`config.mk`:
```
export PLATFORM = sky130hd
export DESIGN_NAME = pipeline_ctrl
export DESIGN_NICKNAME = d
export VERILOG_FILES = /design/src/rtl/pipeline_ctrl.sv
export SDC_FILE = /design/constraint.sdc
export NUM_CORES = 1
export LEC_CHECK = 0
export BUFFER_PORTS_ARGS = -buffer_cell sky130_fd_sc_hd__buf_2
export CAP_MARGIN = 10
export CORE_MARGIN = 8
export CORE_UTILIZATION = 40
export DETAILED_ROUTE_END_ITERATION = 10
export PLACE_DENSITY = 0.88
export SYNTH_ARGS = -nofsm -noshare
export SYNTH_HDL_FRONTEND = slang
export SYNTH_SLANG_ARGS = --single-unit
```
`constraint.sdc`:
```
create_clock -name clk -period 3.99 [get_ports clk]
set_input_delay 0.9975 -clock clk [delete_from_list [all_inputs] [get_ports clk]]
set_output_delay 0.9975 -clock clk [all_outputs]
set_load 0.02 [all_outputs]
```
`src/rtl/pipeline_ctrl.sv`:
```
// Pipeline control FSM: stalls, branch/mret redirects, and exception drain/trap/halt sequencing.
// Outputs are combinational from state and inputs; epc, cause, halted and the drain counter are registered.
module pipeline_ctrl #(
  parameter int unsigned DRAIN_CYCLES = 2,
  parameter logic [31:0] CAUSE_ECALL  = 32'd11,
  parameter logic [31:0] CAUSE_BREAK  = 32'd3
) (
  input  logic        clk,
  input  logic        rst,
  input  logic        hazard_stall,
  input  logic        branch_taken,
  input  logic [31:0] branch_target,
  input  logic        mret,
  input  logic [31:0] mepc,
  input  logic [31:0] mtvec,
  input  logic        env_exception,
  input  logic        bp_exception,
  input  logic [31:0] id_pc,
  input  logic        resume,
  output logic        pc_en,
  output logic        ifid_en,
  output logic        ifid_flush,
  output logic        idex_flush,
  output logic        redirect_valid,
  output logic [31:0] redirect_pc,
  output logic        trap_commit,
  output logic [31:0] epc,
  output logic [31:0] cause,
  output logic        halted
);

  typedef enum logic [1:0] {RUN, DRAIN, TRAP, HALT} state_t;

  localparam logic [2:0] DRAIN_INIT = 3'(DRAIN_CYCLES);

  state_t      state_q, state_d;
  logic [2:0]  cnt_q, cnt_d;
  logic [31:0] epc_q, epc_d;
  logic [31:0] cause_q, cause_d;
  logic        halted_q, halted_d;

  always_ff @(posedge clk or posedge rst) begin
    if (rst) begin
      state_q  <= RUN;
      cnt_q    <= 3'd0;
      epc_q    <= 32'd0;
      cause_q  <= 32'd0;
      halted_q <= 1'b0;
    end else begin
      state_q  <= state_d;
      cnt_q    <= cnt_d;
      epc_q    <= epc_d;
      cause_q  <= cause_d;
      halted_q <= halted_d;
    end
  end

  always_comb begin
    state_d        = state_q;
    cnt_d          = cnt_q;
    epc_d          = epc_q;
    cause_d        = cause_q;
    halted_d       = halted_q;
    pc_en          = 1'b0;
    ifid_en        = 1'b0;
    ifid_flush     = 1'b0;
    idex_flush     = 1'b0;
    redirect_valid = 1'b0;
    redirect_pc    = 32'd0;
    trap_commit    = 1'b0;

    case (state_q)
      RUN: begin
        if (env_exception || bp_exception) begin
          idex_flush = 1'b1;
          epc_d      = id_pc;
          cause_d    = env_exception ? CAUSE_ECALL : CAUSE_BREAK;
          cnt_d      = DRAIN_INIT;
          state_d    = DRAIN;
        end else if (hazard_stall) begin
          idex_flush = 1'b1;
        end else if (mret || branch_taken) begin
          pc_en          = 1'b1;
          ifid_en        = 1'b1;
          ifid_flush     = 1'b1;
          redirect_valid = 1'b1;
          redirect_pc    = mret ? mepc : branch_target;
        end else begin
          pc_en   = 1'b1;
          ifid_en = 1'b1;
        end
      end

      DRAIN: begin
        idex_flush = 1'b1;
        cnt_d      = cnt_q - 3'd1;
        // Breakpoints park the core instead of vectoring to mtvec.
        if (cnt_q == 3'd1) begin
          if (cause_q == CAUSE_ECALL) begin
            state_d = TRAP;
          end else begin
            state_d  = HALT;
            halted_d = 1'b1;
          end
        end
      end

      TRAP: begin
        trap_commit    = 1'b1;
        redirect_valid = 1'b1;
        redirect_pc    = mtvec & 32'hFFFF_FFFC;
        ifid_flush     = 1'b1;
        idex_flush     = 1'b1;
        pc_en          = 1'b1;
        ifid_en        = 1'b1;
        state_d        = RUN;
      end

      HALT: begin
        idex_flush = 1'b1;
        if (resume) begin
          pc_en          = 1'b1;
          redirect_valid = 1'b1;
          redirect_pc    = epc_q + 32'd4;
          ifid_flush     = 1'b1;
          halted_d       = 1'b0;
          state_d        = RUN;
        end
      end

      default: state_d = RUN;
    endcase

    // Reset forces safe outputs immediately, independent of the clock.
    if (rst) begin
      pc_en          = 1'b0;
      ifid_en        = 1'b0;
      ifid_flush     = 1'b1;
      idex_flush     = 1'b1;
      redirect_valid = 1'b0;
      redirect_pc    = 32'd0;
      trap_commit    = 1'b0;
    end
  end

  assign epc    = epc_q;
  assign cause  = cause_q;
  assign halted = halted_q;

endmodule

```
==> results of run 1 <==
==> area by class of cell <==
type | count | area [sq um]
inverters | 9 | 33.8
fillers | 753 | 3710
multi-input cells | 306 | 2110
repair buffers | 218 | 1130
well taps | 105 | 131
clock buffers | 7 | 86.3
clock inverters | 1 | 7.51
flip-flops and latches | 40 | 1000
==> sequential cells by signal, indices dropped and copies added (netlist names) <==
register,cells
epc,32
cnt_q,3
cause,2
state_q,2
halted,1
==> through the flow <==
step / setup slack [ns] / hold slack [ns] / cells / utilization (%)
3_5_place_dp: 0.412 / 0.489 / 678 / 53.7
2_1_floorplan: 0.0944 / 0.466 / 408 / -
5_1_grt: 0.290 / 0.535 / 686 / 54.8
6_report: 0.402 / 0.503 / 686 / 54.8
3_3_place_gp: 0.468 / 0.475 / 678 / 53.7
4_1_cts: 0.406 / 0.507 / 686 / 54.8
==> path summary, 6_finish.rpt <==
path	slack, ns	end	start
worst max-delay path	0.40	redirect_pc[9]	bp_exception
worst min-delay path	0.50	halted	halted
worst max register to register	1.71	epc[29]	state_q[0]
worst min register to register	0.50	halted	halted
max in group asynchronous	2.97	epc[27]	rst
min in group asynchronous	0.76	cause[3]	rst
==> synth_stat cells, types with 2 or more instances <==
| library cell | number | area share [%] |
|---|---|---|
| nor4_1 | 2 | 0.37 |
| o22ai_1 | 13 | 2.4 |
| and3_1 | 6 | 1.1 |
| ha_1 | 3 | 1.1 |
| nand2_1 | 18 | 2.0 |
| xor2_1 | 14 | 3.6 |
| nand4_1 | 12 | 2.2 |
| o21ai_0 | 9 | 1.3 |
| buf_4 | 31 | 6.9 |
| and4_1 | 2 | 0.52 |
| mux2_2 | 33 | 11 |
| a21oi_1 | 26 | 3.9 |
| nand3_1 | 11 | 1.6 |
| mux2_1 | 3 | 1.0 |
| o22ai_2 | 7 | 2.6 |
| nor2_1 | 45 | 5.0 |
| nand2b_1 | 2 | 0.37 |
| clkbuf_1 | 7 | 0.78 |
| nand4_2 | 3 | 1.1 |
| xnor2_1 | 15 | 3.9 |
| buf_2 | 13 | 1.9 |
| a222oi_1 | 9 | 2.7 |
| dfrtp_1 | 40 | 30 |
| inv_1 | 9 | 1.0 |
| mux2i_1 | 23 | 6.8 |
| and2_1 | 5 | 0.93 |
==> worst register-to-register path: stages, from the launching register on <==
cell and delay (ns):
dfrtp_1 0.47, nor2_2 0.23, o21a_1 0.65, buf_4 0.42, mux2_2 0.39
==> cell families (layout without fill, tap and decap cells) <==
group,count (synthesis),after routing,synth area share (%)
flops,40,40,29.6
mux,59,59,18.8
fa+ha+maj,3,3,1.11
xor+xnor,29,29,7.52
simple gates,116,116,17.7
compound gates,70,70,14.1
other cells,1,29,0.111
buf+inv,62,235,11.0
==> metal layers <==
layer  part of all wire, %  vias up
met5                     0        -
met4                  0.98        0
met3                    10       17
met2                    50      207
met1                    39     1732
li1                      -     1701
==> where the power goes <==
group          leakage (nW)  internal, mW  switching [mW]
Combinational          1.73         0.590           0.862
Clock                0.0445         0.141           0.145
Sequential            0.473         0.610           0.275
==> flow_summary.ini, run 1 <==
[run_status]
status = complete, no violations

[place]
port_buffers = 207
place_area_sq_mm = 0.00441
gp_congestion = 0.859
hpwl_mm = 10.7

[timing]
relSlewSlack_pct = 50.6
finClkSkew_ns = 0.00181
period_minus_slack_ns = 3.59
finalHoldViolations = 0
tns_ns = 0
tightest_slew_ns = 0.741
setup_viol = 0
rsz0062_at_grt = no
clock.fmax_mhz = 279
period_share_pct = 89.9
slew_violations = 0

[worst_setup_path]
crit_chain = buf_2 -> nor3_2 -> nand3b_1 -> buf_12 -> o21ai_1 -> a21oi_1 -> nor2_1 -> buf_2
worst-setup-path-type = primary input to output pin
critPathLaunchType = primary input
critPathBufInv = 3
critPathCaptureType = output pin
cp_max_fo = 18
critPathTopFamily = simple AND/OR/NAND/NOR gates
critPathMostFrequentCell = buf_2
cp.depth = 8
crit_required_ns = 2.99
rr_worst_depth = 4
slowest_stage = nand3b_1
critPathMaxStageDelay_ns = 0.37
crit_arrival_ns = 2.59

[final_layout]
areaGrowthSynthToFinish_pct = 33.3
final_cell_mix = buf_2 (207), nor2_1 (45), dfrtp_1 (40)
drive_gt1_share_pct = 47.3
mostFrequentLayoutCell = buf_2
diodes = 0
fin_nets = 719
fin_area_sq_mm = 0.00450

[grt]
grt_start_max_net_pins = 26
grtUsageMet2_pct = 36.6
met3_usage_pct = 5.87
grt_use_total_pct = 20.7
gr-total-overflow = 0
antenna_found_initial = 0
grt_pass1_wl_mm = 19.4
globalRouteMet1Util_pct = 24.4
top_usage_layer = met2
grt_pass1_vias = 3734

[synth]
synthesis.area_sq_mm = 0.00338
ys.warnings.count = 0
syn_avg_cell_area_sq_um = 8.89
ys_ff_latch = 40
synth_cells = 380
synthArstFlopShare_pct = 100
synth_cell_types = 45
synth-edff-count = 0
synthFlopType = dfrtp_1
yosysSeqAreaShare_pct = 29.6

[die]
die_w_microns = 108
die_h_microns = 108
design.die.area_sq_mm = 0.0116
coreArea_sq_mm = 0.00822
num_rows = 33
ios = 239
initial_core_util_pct = 41.1

[clock_tree]
cts_tree = yes
cts_resized = 0
clk-insertion-delay-late_ns = 0.29
post_cts_buffers = 0
cts-root-buf = clkbuf_8
numCtsBuffers = 5
cts_hold_buf = 0
clk_pin_slew_worst_paths_ns = 0.08
htreeDepth = 2
clock_path_buffers = 2
cts.sinks = 40

[job]
cap_violations = 0

[pwr]
irDropWorstVdd_mv = 0.411
p_leak_nw = 2.25
fin_total_pwr_mw = 2.62
powerDensity_mw_per_mm2 = 582

[detailed_routing]
post-route-drc-count = 0
wl_mm = 12.8
via_per_inst = 5.33
drtPass1Iterations = 5
dr_total_vias = 3657
drtAntennaViolNets = 0
first_iter_violations = 233
wire_per_inst_microns = 18.6

[hold_path]
min_path_type = flop to flop
holdPathStages = 2
(Power assumes the default switching activity.)
==> run 2, diff against run 1 <==
--- a/config.mk
+++ b/config.mk
@@ -7,10 +7,9 @@
 export LEC_CHECK = 0
 export BUFFER_PORTS_ARGS = -buffer_cell sky130_fd_sc_hd__buf_2
 export CAP_MARGIN = 10
-export CORE_MARGIN = 8
-export CORE_UTILIZATION = 40
+export CORE_UTILIZATION = 33
 export DETAILED_ROUTE_END_ITERATION = 10
-export PLACE_DENSITY = 0.88
+export PLACE_DENSITY = 0.76
 export SYNTH_ARGS = -nofsm -noshare
 export SYNTH_HDL_FRONTEND = slang
 export SYNTH_SLANG_ARGS = --single-unit
==> constraint.sdc (replaced) <==
create_clock -name clk -period 3.9 [get_ports clk]
set_input_delay 0.975 -clock clk [delete_from_list [all_inputs] [get_ports clk]]
set_output_delay 0.975 -clock clk [all_outputs]
set_load 0.02 [all_outputs]
==> flow_summary.ini, run 2 (synthesis gave the netlist of run 1 again) <==
[timing]
finClkSkew_ns = 0.00895
clock.fmax_mhz = 287
period_minus_slack_ns = 3.48
setup_viol = 0
holdWs_ns = 0.519
finalWorstSetupSlack_ns = 0.416
period_share_pct = 89.3
relSlewSlack_pct = 39.1
rsz0062_at_grt = no
finalHoldViolations = 0
tightest_slew_ns = 0.914
slew_violations = 0
tns_ns = 0

[die]
die_h_microns = 103
design.die.area_sq_mm = 0.0106
initial_core_util_pct = 34.3
num_rows = 36
ios = 239
coreArea_sq_mm = 0.00986
die_w_microns = 103

[worst_setup_path]
startpoint = bp_exception
crit_arrival_ns = 2.51
worst-setup-path-type = primary input to output pin
cp_max_fo = 20
rr_worst_depth = 3
critPathCaptureType = output pin
slowest_stage = buf_4
critPathLaunchType = primary input
crit_chain = buf_2 -> nor3_2 -> nand3b_1 -> buf_4 -> nor2_1 -> a21oi_1 -> o22ai_2 -> buf_2
crit_required_ns = 2.92
critPathMaxStageDelay_ns = 0.30
rr_startpoint = state_q[1]
critPathMostFrequentCell = buf_2

[grt]
grt_start_max_net_pins = 42
grt_use_total_pct = 20.3
grt_pass1_vias = 3179
gr-total-overflow = 0
grt_pass1_wl_mm = 16.2
antenna_found_initial = 1

[run_status]
status = complete, no violations

[detailed_routing]
drtAntennaViolNets = 0
dr_total_vias = 3575
post-route-drc-count = 0
wl_mm = 11.3
via_per_inst = 5.04
wire_per_inst_microns = 15.9
first_iter_violations = 156
drtPass1Iterations = 6

[pwr]
p_leak_nw = 2.22
irDropWorstVdd_mv = 0.341
powerDensity_mw_per_mm2 = 588

[clock_tree]
cts-root-buf = clkbuf_8
clk-insertion-delay-late_ns = 0.30
post_cts_buffers = 0
cts_tree = yes
clock_path_buffers = 2
cts_hold_buf = 0
htreeDepth = 2
cts_resized = 0
cts.sinks = 40
clk_pin_slew_worst_paths_ns = 0.08
numCtsBuffers = 5

[place]
port_buffers = 207
hpwl_mm = 9.11
gp_congestion = 0.835
place_ws_ns = 0.449

[final_layout]
mostFrequentLayoutCell = buf_2
areaGrowthSynthToFinish_pct = 33.0
fin_nets = 714
largest_reg_flops = 32
drive_gt1_share_pct = 47.0
final_cell_mix = buf_2 (207), nor2_1 (45), dfrtp_1 (40)

[hold_path]
hp-start = halted
min_path_type = flop to flop
holdPathStages = 2

[job]
cap_violations = 0
-- run 2: cell count changes in the layout (fill, tap and decap cells not counted) --
cell	before	now
o21a_1	1	0
buf_4	10	6
diode_2	0	1
o21a_2	0	1
buf_12	1	0
-- run 2: worst max-delay path: cells and delay by family --
kind	cells	cell delay (ns)
simple gates	3	0.69
buf+inv	3	0.62
compound gates	2	0.22
-- run 2: final timing paths --
path | endpoint | slack (ns)
setup reg to reg | epc[29] | 1.85
setup / recovery | redirect_pc[23] | 0.42
hold / removal | halted | 0.52
hold reg to reg | halted | 0.52
max in group asynchronous | epc[14] | 2.60
min in group asynchronous | epc[0] | 0.58
-- run 2: area by class of cell --
cell class,instances,area (sq um)
fillers,982,5370
multi-input cells,306,2110
repair buffers,213,1080
flip-flops and latches,40,1000
well taps,133,166
clock buffers,7,86.3
inverters,9,33.8
clock inverters,1,7.51
diodes,1,2.50
-- run 2: report_power, final --
group | total, mW | internal (mW) | switching, mW
logic | 1.44 | 0.591 | 0.848
clock network | 0.297 | 0.144 | 0.153
registers | 0.906 | 0.624 | 0.282
total | 2.64 | 1.36 | 1.28
-- run 2: through the flow --
stage               area [sq um]  cells  power, mW  utilization (%)
global route                4490    710       2.84             45.5
floorplan                   3480    408       1.86                -
CTS                         4490    709       2.66             45.5
finish                      4490    710       2.64             45.5
global placement            4400    701       2.31             44.6
detailed placement          4400    701       2.36             44.6
-- run 2: per-layer routing --
layer | GRT usage [%] | part of all wire, % | wire length, microns | up-vias
li1 | - | - | - | 1700
met2 | 34.8 | 49 | 5510 | 195
met3 | 2.96 | 6.1 | 692 | 21
met4 | 8.45 | 2.2 | 248 | 0
met1 | 25.7 | 43 | 4870 | 1659
met5 | 0 | 0 | 0 | -
